## config.mk

```make
export PLATFORM = sky130hd
export DESIGN_NAME = led_sequencer_flat
export DESIGN_NICKNAME = d
export VERILOG_FILES = /design/src/rtl/led_sequencer_pkg.sv /design/src/rtl/led_sequencer_if.sv /design/src/rtl/sync2.sv /design/src/rtl/led_sequencer.sv /design/src/flat_wrapper.sv
export SDC_FILE = /design/constraint.sdc
export NUM_CORES = 1
export LEC_CHECK = 0
export CAP_MARGIN = 40
export CORE_ASPECT_RATIO = 0.7
export CORE_MARGIN = 2
export CORE_UTILIZATION = 62
export DETAILED_ROUTE_END_ITERATION = 12
export DONT_BUFFER_PORTS = 1
export GPL_TIMING_DRIVEN = 0
export PLACE_DENSITY = 0.78
export RECOVER_POWER = 50
export SETUP_SLACK_MARGIN = 0.02
export SYNTH_ARGS = -nofsm -noshare
export SYNTH_HDL_FRONTEND = slang
export SYNTH_SLANG_ARGS = --single-unit
```

## constraint.sdc

```tcl
create_clock -name clk -period 1.9 [get_ports clk]
set_input_delay 0.285 -clock clk [delete_from_list [all_inputs] [get_ports clk]]
set_output_delay 0.285 -clock clk [all_outputs]
set_load 0.1 [all_outputs]
```

## src/rtl/led_sequencer_pkg.sv

```systemverilog
// Shared encodings for the LED pattern sequencer: switch mode values and
// sweep direction.
package led_sequencer_pkg;

  typedef enum logic [1:0] {
    MODE_SCAN   = 2'b00,
    MODE_ROTATE = 2'b01,
    MODE_BAR    = 2'b10,
    MODE_BLINK  = 2'b11
  } mode_e;

  typedef enum logic {
    DIR_UP   = 1'b0,
    DIR_DOWN = 1'b1
  } dir_e;

endpackage

```

## src/rtl/led_sequencer_if.sv

```systemverilog
// Step controls coming in from the switches and timing block, and the LED
// drive going out.
interface led_sequencer_if #(
  parameter int LED_WIDTH = 8
) ();
  logic                 enable;
  logic                 run;
  logic [1:0]           mode;
  logic [LED_WIDTH-1:0] led;
  logic                 wrap;

  modport master (output enable, run, mode, input led, wrap);
  modport slave  (input enable, run, mode, output led, wrap);
endinterface

```

## src/rtl/sync2.sv

```systemverilog
// Two-flop synchronizer for one asynchronous switch bit.
module sync2 (
  input  logic clk,
  input  logic rst_n,
  input  logic d,
  output logic q
);
  logic meta;

  // NOTE: non-blocking assignments keep meta and q as two separate flops;
  // blocking ones here would collapse the chain into a single stage.
  always_ff @(posedge clk or negedge rst_n) begin
    if (!rst_n) begin
      meta <= 1'b0;
      q    <= 1'b0;
    end else begin
      meta <= d;
      q    <= meta;
    end
  end
endmodule

```

## src/rtl/led_sequencer.sv

```systemverilog
// LED pattern sequencer: scan, rotate, bar and blink patterns advanced one
// step per enable strobe while the run switch is on.
module led_sequencer
  import led_sequencer_pkg::*;
#(
  parameter int LED_WIDTH = 8
) (
  input logic           clk,
  input logic           rst_n,
  led_sequencer_if.slave bus
);
  localparam int PW = $clog2(LED_WIDTH);
  localparam int CW = $clog2(LED_WIDTH + 1);

  localparam logic [PW-1:0] POS_ONE  = PW'(1);
  localparam logic [PW-1:0] POS_LAST = PW'(LED_WIDTH - 1);
  localparam logic [PW-1:0] POS_TURN = PW'(LED_WIDTH - 2);
  localparam logic [CW-1:0] CNT_ONE  = CW'(1);
  localparam logic [CW-1:0] CNT_TURN = CW'(LED_WIDTH - 1);

  localparam logic [LED_WIDTH-1:0] LED_ONE = {{(LED_WIDTH-1){1'b0}}, 1'b1};
  localparam int BW = 2 * ((LED_WIDTH + 1) / 2);
  localparam logic [BW-1:0]        BLINK_FULL = {((LED_WIDTH + 1) / 2){2'b01}};
  localparam logic [LED_WIDTH-1:0] BLINK_INIT = BLINK_FULL[LED_WIDTH-1:0];

  logic                 run_s;
  logic [1:0]           mode_raw;
  mode_e                mode_s;
  mode_e                mode_l;
  dir_e                 dir;
  logic [PW-1:0]        pos;
  logic [CW-1:0]        cnt;
  logic [LED_WIDTH-1:0] led;
  logic                 wrap;
  logic                 step;

  sync2 u_sync_run   (.clk(clk), .rst_n(rst_n), .d(bus.run),     .q(run_s));
  sync2 u_sync_mode0 (.clk(clk), .rst_n(rst_n), .d(bus.mode[0]), .q(mode_raw[0]));
  sync2 u_sync_mode1 (.clk(clk), .rst_n(rst_n), .d(bus.mode[1]), .q(mode_raw[1]));

  assign mode_s = mode_e'(mode_raw);
  assign step   = bus.enable & run_s;

  // The latched mode is the FSM state; led is shifted rather than decoded
  // from pos/cnt, which still track the pattern position.
  always_ff @(posedge clk or negedge rst_n) begin
    if (!rst_n) begin
      led    <= LED_ONE;
      wrap   <= 1'b0;
      mode_l <= MODE_SCAN;
      pos    <= '0;
      cnt    <= '0;
      dir    <= DIR_UP;
    end else begin
      wrap <= 1'b0;
      if (step) begin
        if (mode_s != mode_l) begin
          mode_l <= mode_s;
          pos    <= '0;
          cnt    <= '0;
          dir    <= DIR_UP;
          case (mode_s)
            MODE_BAR:   led <= '0;
            MODE_BLINK: led <= BLINK_INIT;
            default:    led <= LED_ONE;
          endcase
        end else begin
          case (mode_l)
            MODE_SCAN: begin
              if (dir == DIR_UP) begin
                pos <= pos + POS_ONE;
                led <= led << 1;
                if (pos == POS_TURN) dir <= DIR_DOWN;
              end else begin
                pos <= pos - POS_ONE;
                led <= led >> 1;
                if (pos == POS_ONE) begin
                  dir  <= DIR_UP;
                  wrap <= 1'b1;
                end
              end
            end
            MODE_ROTATE: begin
              led <= {led[LED_WIDTH-2:0], led[LED_WIDTH-1]};
              if (pos == POS_LAST) begin
                pos  <= '0;
                wrap <= 1'b1;
              end else begin
                pos <= pos + POS_ONE;
              end
            end
            MODE_BAR: begin
              if (dir == DIR_UP) begin
                cnt <= cnt + CNT_ONE;
                led <= {led[LED_WIDTH-2:0], 1'b1};
                if (cnt == CNT_TURN) dir <= DIR_DOWN;
              end else begin
                cnt <= cnt - CNT_ONE;
                led <= led >> 1;
                if (cnt == CNT_ONE) begin
                  dir  <= DIR_UP;
                  wrap <= 1'b1;
                end
              end
            end
            MODE_BLINK: begin
              led <= ~led;
              if (led != BLINK_INIT) wrap <= 1'b1;
            end
          endcase
        end
      end
    end
  end

  assign bus.led  = led;
  assign bus.wrap = wrap;
endmodule

```

## src/flat_wrapper.sv

```systemverilog
// flat-port wrapper written by rule: the top's interface ports become plain ports
module led_sequencer_flat import led_sequencer_pkg::*;
#(
  parameter int LED_WIDTH = 8
)
  (clk, rst_n, bus_enable, bus_run, bus_mode, bus_led, bus_wrap);
  led_sequencer_if #(.LED_WIDTH(LED_WIDTH)) bus_i ();
  input logic clk;
  input logic rst_n;
  input wire logic [$bits(bus_i.enable)-1:0] bus_enable;
  input wire logic [$bits(bus_i.run)-1:0] bus_run;
  input wire logic [$bits(bus_i.mode)-1:0] bus_mode;
  output wire logic [$bits(bus_i.led)-1:0] bus_led;
  output wire logic [$bits(bus_i.wrap)-1:0] bus_wrap;
  assign bus_i.enable = bus_enable;
  assign bus_i.run = bus_run;
  assign bus_i.mode = bus_mode;
  assign bus_led = bus_i.led;
  assign bus_wrap = bus_i.wrap;
  led_sequencer #(.LED_WIDTH(LED_WIDTH)) u_core (.clk(clk), .rst_n(rst_n), .bus(bus_i));
endmodule
```

Word-level counts from Yosys, hierarchy flattened
Index checks and enable logic that the tools add are counted.

Register bits after elaboration: 25. Bits of input ports: 6. Output and inout bits: 9. Word-level logic and storage cells: 67.

Add/sub/neg operators: 4. Equal/unequal tests: 12. Multiplexer cells: 29. Bitwise logic cells: 2. Reduce and logical (&&, ||, !) cells: 8.

Operators by type and width (number): case mux 8 bit (4 select lines) (1); 2-to-1 mux 8 bit (3); 2-to-1 mux 1 bit (15); case mux 7 bit (2 select lines) (1); 2-to-1 mux 4 bit (3); 2-to-1 mux 3 bit (3); equality test 2 bit (second input constant) (4); inequality test 8 x 7 -> 1 bit (second input constant) (1); inverter 8 bit (1); AND reduction 2 bit (4); equality test 3 bit (second input constant) (2); case mux 3 bit (2 select lines) (1); nonzero test 3 bit (2); adder 4 x 1 -> 4 bit (second input constant) (1); equality test 4 x 1 -> 1 bit (second input constant) (1); equality test 4 x 3 -> 1 bit (second input constant) (1); case mux 1 bit (4 select lines) (1); subtractor 4 x 1 -> 4 bit (second input constant) (1); adder 3 x 1 -> 3 bit (second input constant) (1); equality test 3 x 1 -> 1 bit (second input constant) (1); subtractor 3 x 1 -> 3 bit (second input constant) (1); equality test 2 x 1 -> 1 bit (second input constant) (1); logical NOT 2 bit (1); inequality test 2 bit (1); 3 further kinds (3).

Longest topological paths before layout
Depth after elaboration: 6. Gate-level depth with buffers: 6. Gate-level depth less buffers: 6.

Hierarchy
Synthesis repeated with hierarchy kept, for this count alone.

Cell total of the unflattened synthesis: 157. Area, all modules: 1551.5 µm².

By module, submodules not included: led_sequencer (instances 1, cells an instance 151, area an instance 1401.3 µm²); sync2 (instances 3, cells an instance 2, area an instance 50.0 µm²).

Worst setup path after synthesis
Ideal clock, no wire load.

Path kind: flip-flop to flip-flop. From: register u_core.led[6], in the netlist u_core.bus.led[6]. To: register u_core.wrap, in the netlist u_core.bus.wrap. Setup time: 125 ps. Data arrival time: 1585 ps. Required time: 1775 ps. Path slack: 189 ps. Stages on the path, launching flop included: 5. Cells stage by stage: dfrtp_1 nor4bb_1 a31oi_1 a21oi_1 nor2_1.

Cells in the longest elaborated chain, start to end: 5.

Ends and longest elaborated chain: start, declared (line led_sequencer.sv:33) `logic [LED_WIDTH-1:0] led;`; start signal, assigned (line led_sequencer.sv:72) `led <= led << 1;`; start signal, assigned (line led_sequencer.sv:76) `led <= led >> 1;`; start signal, assigned (line led_sequencer.sv:84) `led <= {led[LED_WIDTH-2:0], led[LED_WIDTH-1]};`; inequality test 8 x 7 -> 1 bit (line led_sequencer.sv:108) `if (led != BLINK_INIT) wrap <= 1'b1;`; 2-to-1 mux 1 bit (line led_sequencer.sv:108); case mux 1 bit (4 select lines) (line led_sequencer.sv:68) `case (mode_l)`; 2-to-1 mux 1 bit (line led_sequencer.sv:57) `if (mode_s != mode_l) begin`; 2-to-1 mux 1 bit (line led_sequencer.sv:56) `if (step) begin`; end signal, assigned (line led_sequencer.sv:55) `wrap <= 1'b0;`; end signal, assigned (line led_sequencer.sv:79) `wrap <= 1'b1;`; end signal, assigned (line led_sequencer.sv:108); end, declared (line led_sequencer.sv:34) `logic wrap;`.

No other way between the ends. A chain may end at the register's enable or synchronous reset.

Final worst setup path
From: register u_core.led[0], in the netlist u_core.bus.led[0]. To: register u_core.wrap, in the netlist u_core.bus.wrap.

The elaborated chain is that of the path after synthesis.

==> summary.md <==
| Metric | Value |
|---|---|
| Worst path depth | 4 |
| Initial DRT Pass Iterations | 4 |
| Area of the die | 0.002899 mm^2 |
| Synth unique cells | 43 |
| Asr flop ratio synth | 1.000 |
| HPWL Detailed | 2.857 mm |
| Area Growth Syn to Fin | 23.21% |
| Num Clock Sinks | 25 |
| Setup WS pre-CTS | 0.1603 ns |
| Root Buffer | clkbuf_4 |
| Die H | 45.65 um |
| Max cap viols | 0 |
| FF-to-FF setup slack | around 0.14 ns |
| Drt via density | 6.202 |
| Cell count after synthesis | between 150 and 200 |
| Drt wl/cell | roughly 19 um |
| PwrDens | 841.6 mW/mm^2 |
| Vias | approximately 1300 |
| Port Buffers | 0 |
| Longest Clk Path Bufs | 2 |
| Setup bufs post-CTS | 0 |
| Worst setup margin | about 0.14 ns |
| Clock-pin slew on the worst setup and hold paths | 0.13 ns |
| Vias in the first global route | 1277 |
| Fillers | 186 |
| Multi-input logic area | around 840 um^2 |
| HP Class | in -> reg |
| Worst Tran Pin Value | 1.114 ns |
| # H-tree levels | 1 |
| Starting Density | 0.6396 |
| Max frequency | around 570 MHz |
| Top-Level Pins | 15 |
| Post-synthesis sequential area ratio | 0.4080 |
| CTS buffer count | 3 |
| Worst clock skew | 0.009521 ns |
| Post-DP Area | 0.001805 mm^2 |
| Fin. Hold Viols | 0 |
| Flops & latches, synth | 25 |
| Ys flop type | dfrtp_1 |
| Layout cells sized above 1 | 0.1620 |
| CORE AREA | 0.002402 mm^2 |
| CP startpoint | u_core.bus.led[0] |
| Delay-heaviest family, CP | flip-flops |
| Post-synth EDFFs | 0 |
| RSZ-0062 raised after global routing | false |
| Met3 Use GR | 0.05941 |
| Clock Latency Late Sink | 0.32 ns |
| Mapped Area | approximately 0.0015 mm^2 |
| Total power | about 1600 uW |
| Worst R2R End | u_core.bus.wrap |
| CP cell instances | nor4bb_1 -> a31oi_1 -> a21oi_1 -> nor2_1 |
| Yosys warns | 0 |
| GRT busiest layer | met2 |
| Fin crit period | 1.760 ns |
| Final hold slack | 0.3307 ns |
| Startpoint types | register |
| GPL Wtd Cong | about 0.86 |
| # diodes | 0 |
| CP Data Arrival Time | ~2.0 ns |
| CP max stage delay | 0.92 ns |
| CTS tree | done |
| Worst setup path end | u_core.bus.wrap |
| Hold_sp | bus_enable |
| Fin crit share | 0.9262 |
| Slowest-stage cell, CP | dfstp_2 |
| Antenna-violating nets left | 0 |
| Setup crit end kind | register |
| Final Cell Area | 0.001893 mm^2 |
| Critical-path maximum fanout | 6 |
| # nets final | 194 |
| Num rows | 15 |
| Die width | 63.50 um |
| Net count after synthesis | 174 |
| Total Routing Usage GR | 0.3058 |
| GRT Residual Overflow | 0 |
| Slew headroom | 0.2575 |
| Remaining DRCs | 0 |
| Buffers and inverters on the worst path | 0 |
| Register area | 626.9 um^2 |
| Reg2reg path depth | 4 |
| Finish-stage setup viols | 0 |
| Final WL | 3.946 mm |
| DR iter-0 viols | 135 |
| First-pass GRT wire length | around 6.5 mm |
| Pins Over Slew Limit | 0 |
| Met2 usage | 0.5326 |
| M1 GR Usage | 0.4103 |
| Pleak | 0.0008024 uW |
| Worst R2R Start | u_core.bus.led[0] |
| WS Path Type | reg -> reg |
| Syn_area_per_cell | 9.603 um^2 |
| Req. time, crit path | 2.11 ns |
| Initial antenna violation count | 0 |
| Pin count of the biggest net entering global routing | 26 |
| Status | completed |
| Worst vdd ir | between 0.0005 and 0.0006 V |
| Setup TNS | 0 ns |
-- flip-flops by register name, indices dropped and copies added, names as in the netlist, 2 cells and up --
| signal | count |
|---|---|
| u_core.pos | 3 |
| u_core.mode_l | 2 |
| u_core.bus.led | 8 |
| u_core.cnt | 4 |
-- stage by stage --
stage | util | cells
3_3_place_gp | 0.6573 | 194
6_report | 0.7880 | 213
5_1_grt | 0.7880 | 213
4_1_cts | 0.7880 | 213
3_5_place_dp | 0.7516 | 204
2_1_floorplan | - | 160
-- logic make-up after synthesis --
family | Yosys count | share of synthesized area
AOI/OAI and AO/OA | 48 | 0.1971
xor gates and xnor gates | 4 | 0.02281
adders and majority gates | 8 | 0.06515
buffers and inverters | 17 | 0.05212
DFF | 25 | 0.4080
muxes | 14 | 0.09365
and+or+nand+nor | 44 | 0.1613
-- layer usage --
metal  vias up  routed length, um
li1        620                  -
met1       638               1693
met2        61               1942
met3         2                294
met4         0                 15
met5         -                  0
-- final cells by class --
class	count	share of cell area
buffer	8	0.02445
timing repair buffer	15	0.1474
tap	34	0.02247
clock buffer	3	0.01190
inverter	9	0.01785
multi-input combinational	118	0.4422
clock inverter	1	0.002644
sequential	25	0.3311
-- cells in the final DEF, fill, tap and decap left out, drive strengths merged, types with 2 or more instances in the layout --
cell type    synthesis  routed
a21oi               15      15
buf                  6      16
clkbuf               2       5
dfrtp               24      24
dlygate4sd3          0       4
ha                   8       8
inv                  9       9
mux2                 3       3
mux2i               11      11
nand2               13      13
nand2b               6       6
nand3                2       2
nand4b               2       2
nor2                 9       9
nor4bb               2       2
o211ai               2       2
o21ai               14      14
o22ai                3       3
o2bb2ai              2       2
o31ai                4       4
o41ai                3       3
or4b                 2       2
xor2                 3       3
-- cells in the mapped netlist (2+ instances only) --
cell,count,share of area
o41ai_1,2,0.011
buf_2,4,0.013
nand3_1,2,0.0065
mux2_2,3,0.022
clkbuf_1,2,0.0049
mux2i_1,11,0.072
o2bb2ai_1,2,0.011
a21oi_1,15,0.049
nor2_1,9,0.022
o211ai_1,2,0.0098
nand4b_1,2,0.011
o21ai_0,13,0.042
nor4bb_1,2,0.013
dfrtp_1,24,0.39
xor2_1,3,0.017
o31ai_1,4,0.020
nand2b_1,6,0.024
nand2_1,13,0.032
ha_1,8,0.065
o22ai_1,3,0.012
inv_1,8,0.020
-- power by group --
part | total [uW] | switching [uW] | internal, uW
Clock | 231 | 152 | 78.9
Combinational | 671 | 397 | 274
Sequential | 691 | 110 | 581
Total | 1590 | 658 | 935
-- what timing repair did --
action / in CTS / in global routing
setup endpoints to repair: 0 / 1
hold buffers: 5 / 0
resized for setup: 0 / 1
endpoints found under the hold margin: 28 / 0
-- worst min-delay path by stage --
stage                          endpoint  slack [ns]  cells after the start
3_5_place_dp   u_core.u_sync_mode0.meta       -0.01                      0
4_1_cts               u_core.bus.led[0]        0.31                      2
6_report              u_core.bus.led[0]        0.33                      2
2_1_floorplan         u_core.bus.led[1]       -0.01                      0
3_3_place_gp   u_core.u_sync_mode0.meta       -0.01                      0
5_1_grt               u_core.bus.led[0]        0.33                      2
-- worst register-to-register path: cells and delay by family (launching register included) --
kind	cells	cell delay [ns]
compound gates	2	0.30
simple gates	2	0.45
flops	1	0.92
Note: power is estimated with default switching activity, not from simulation.
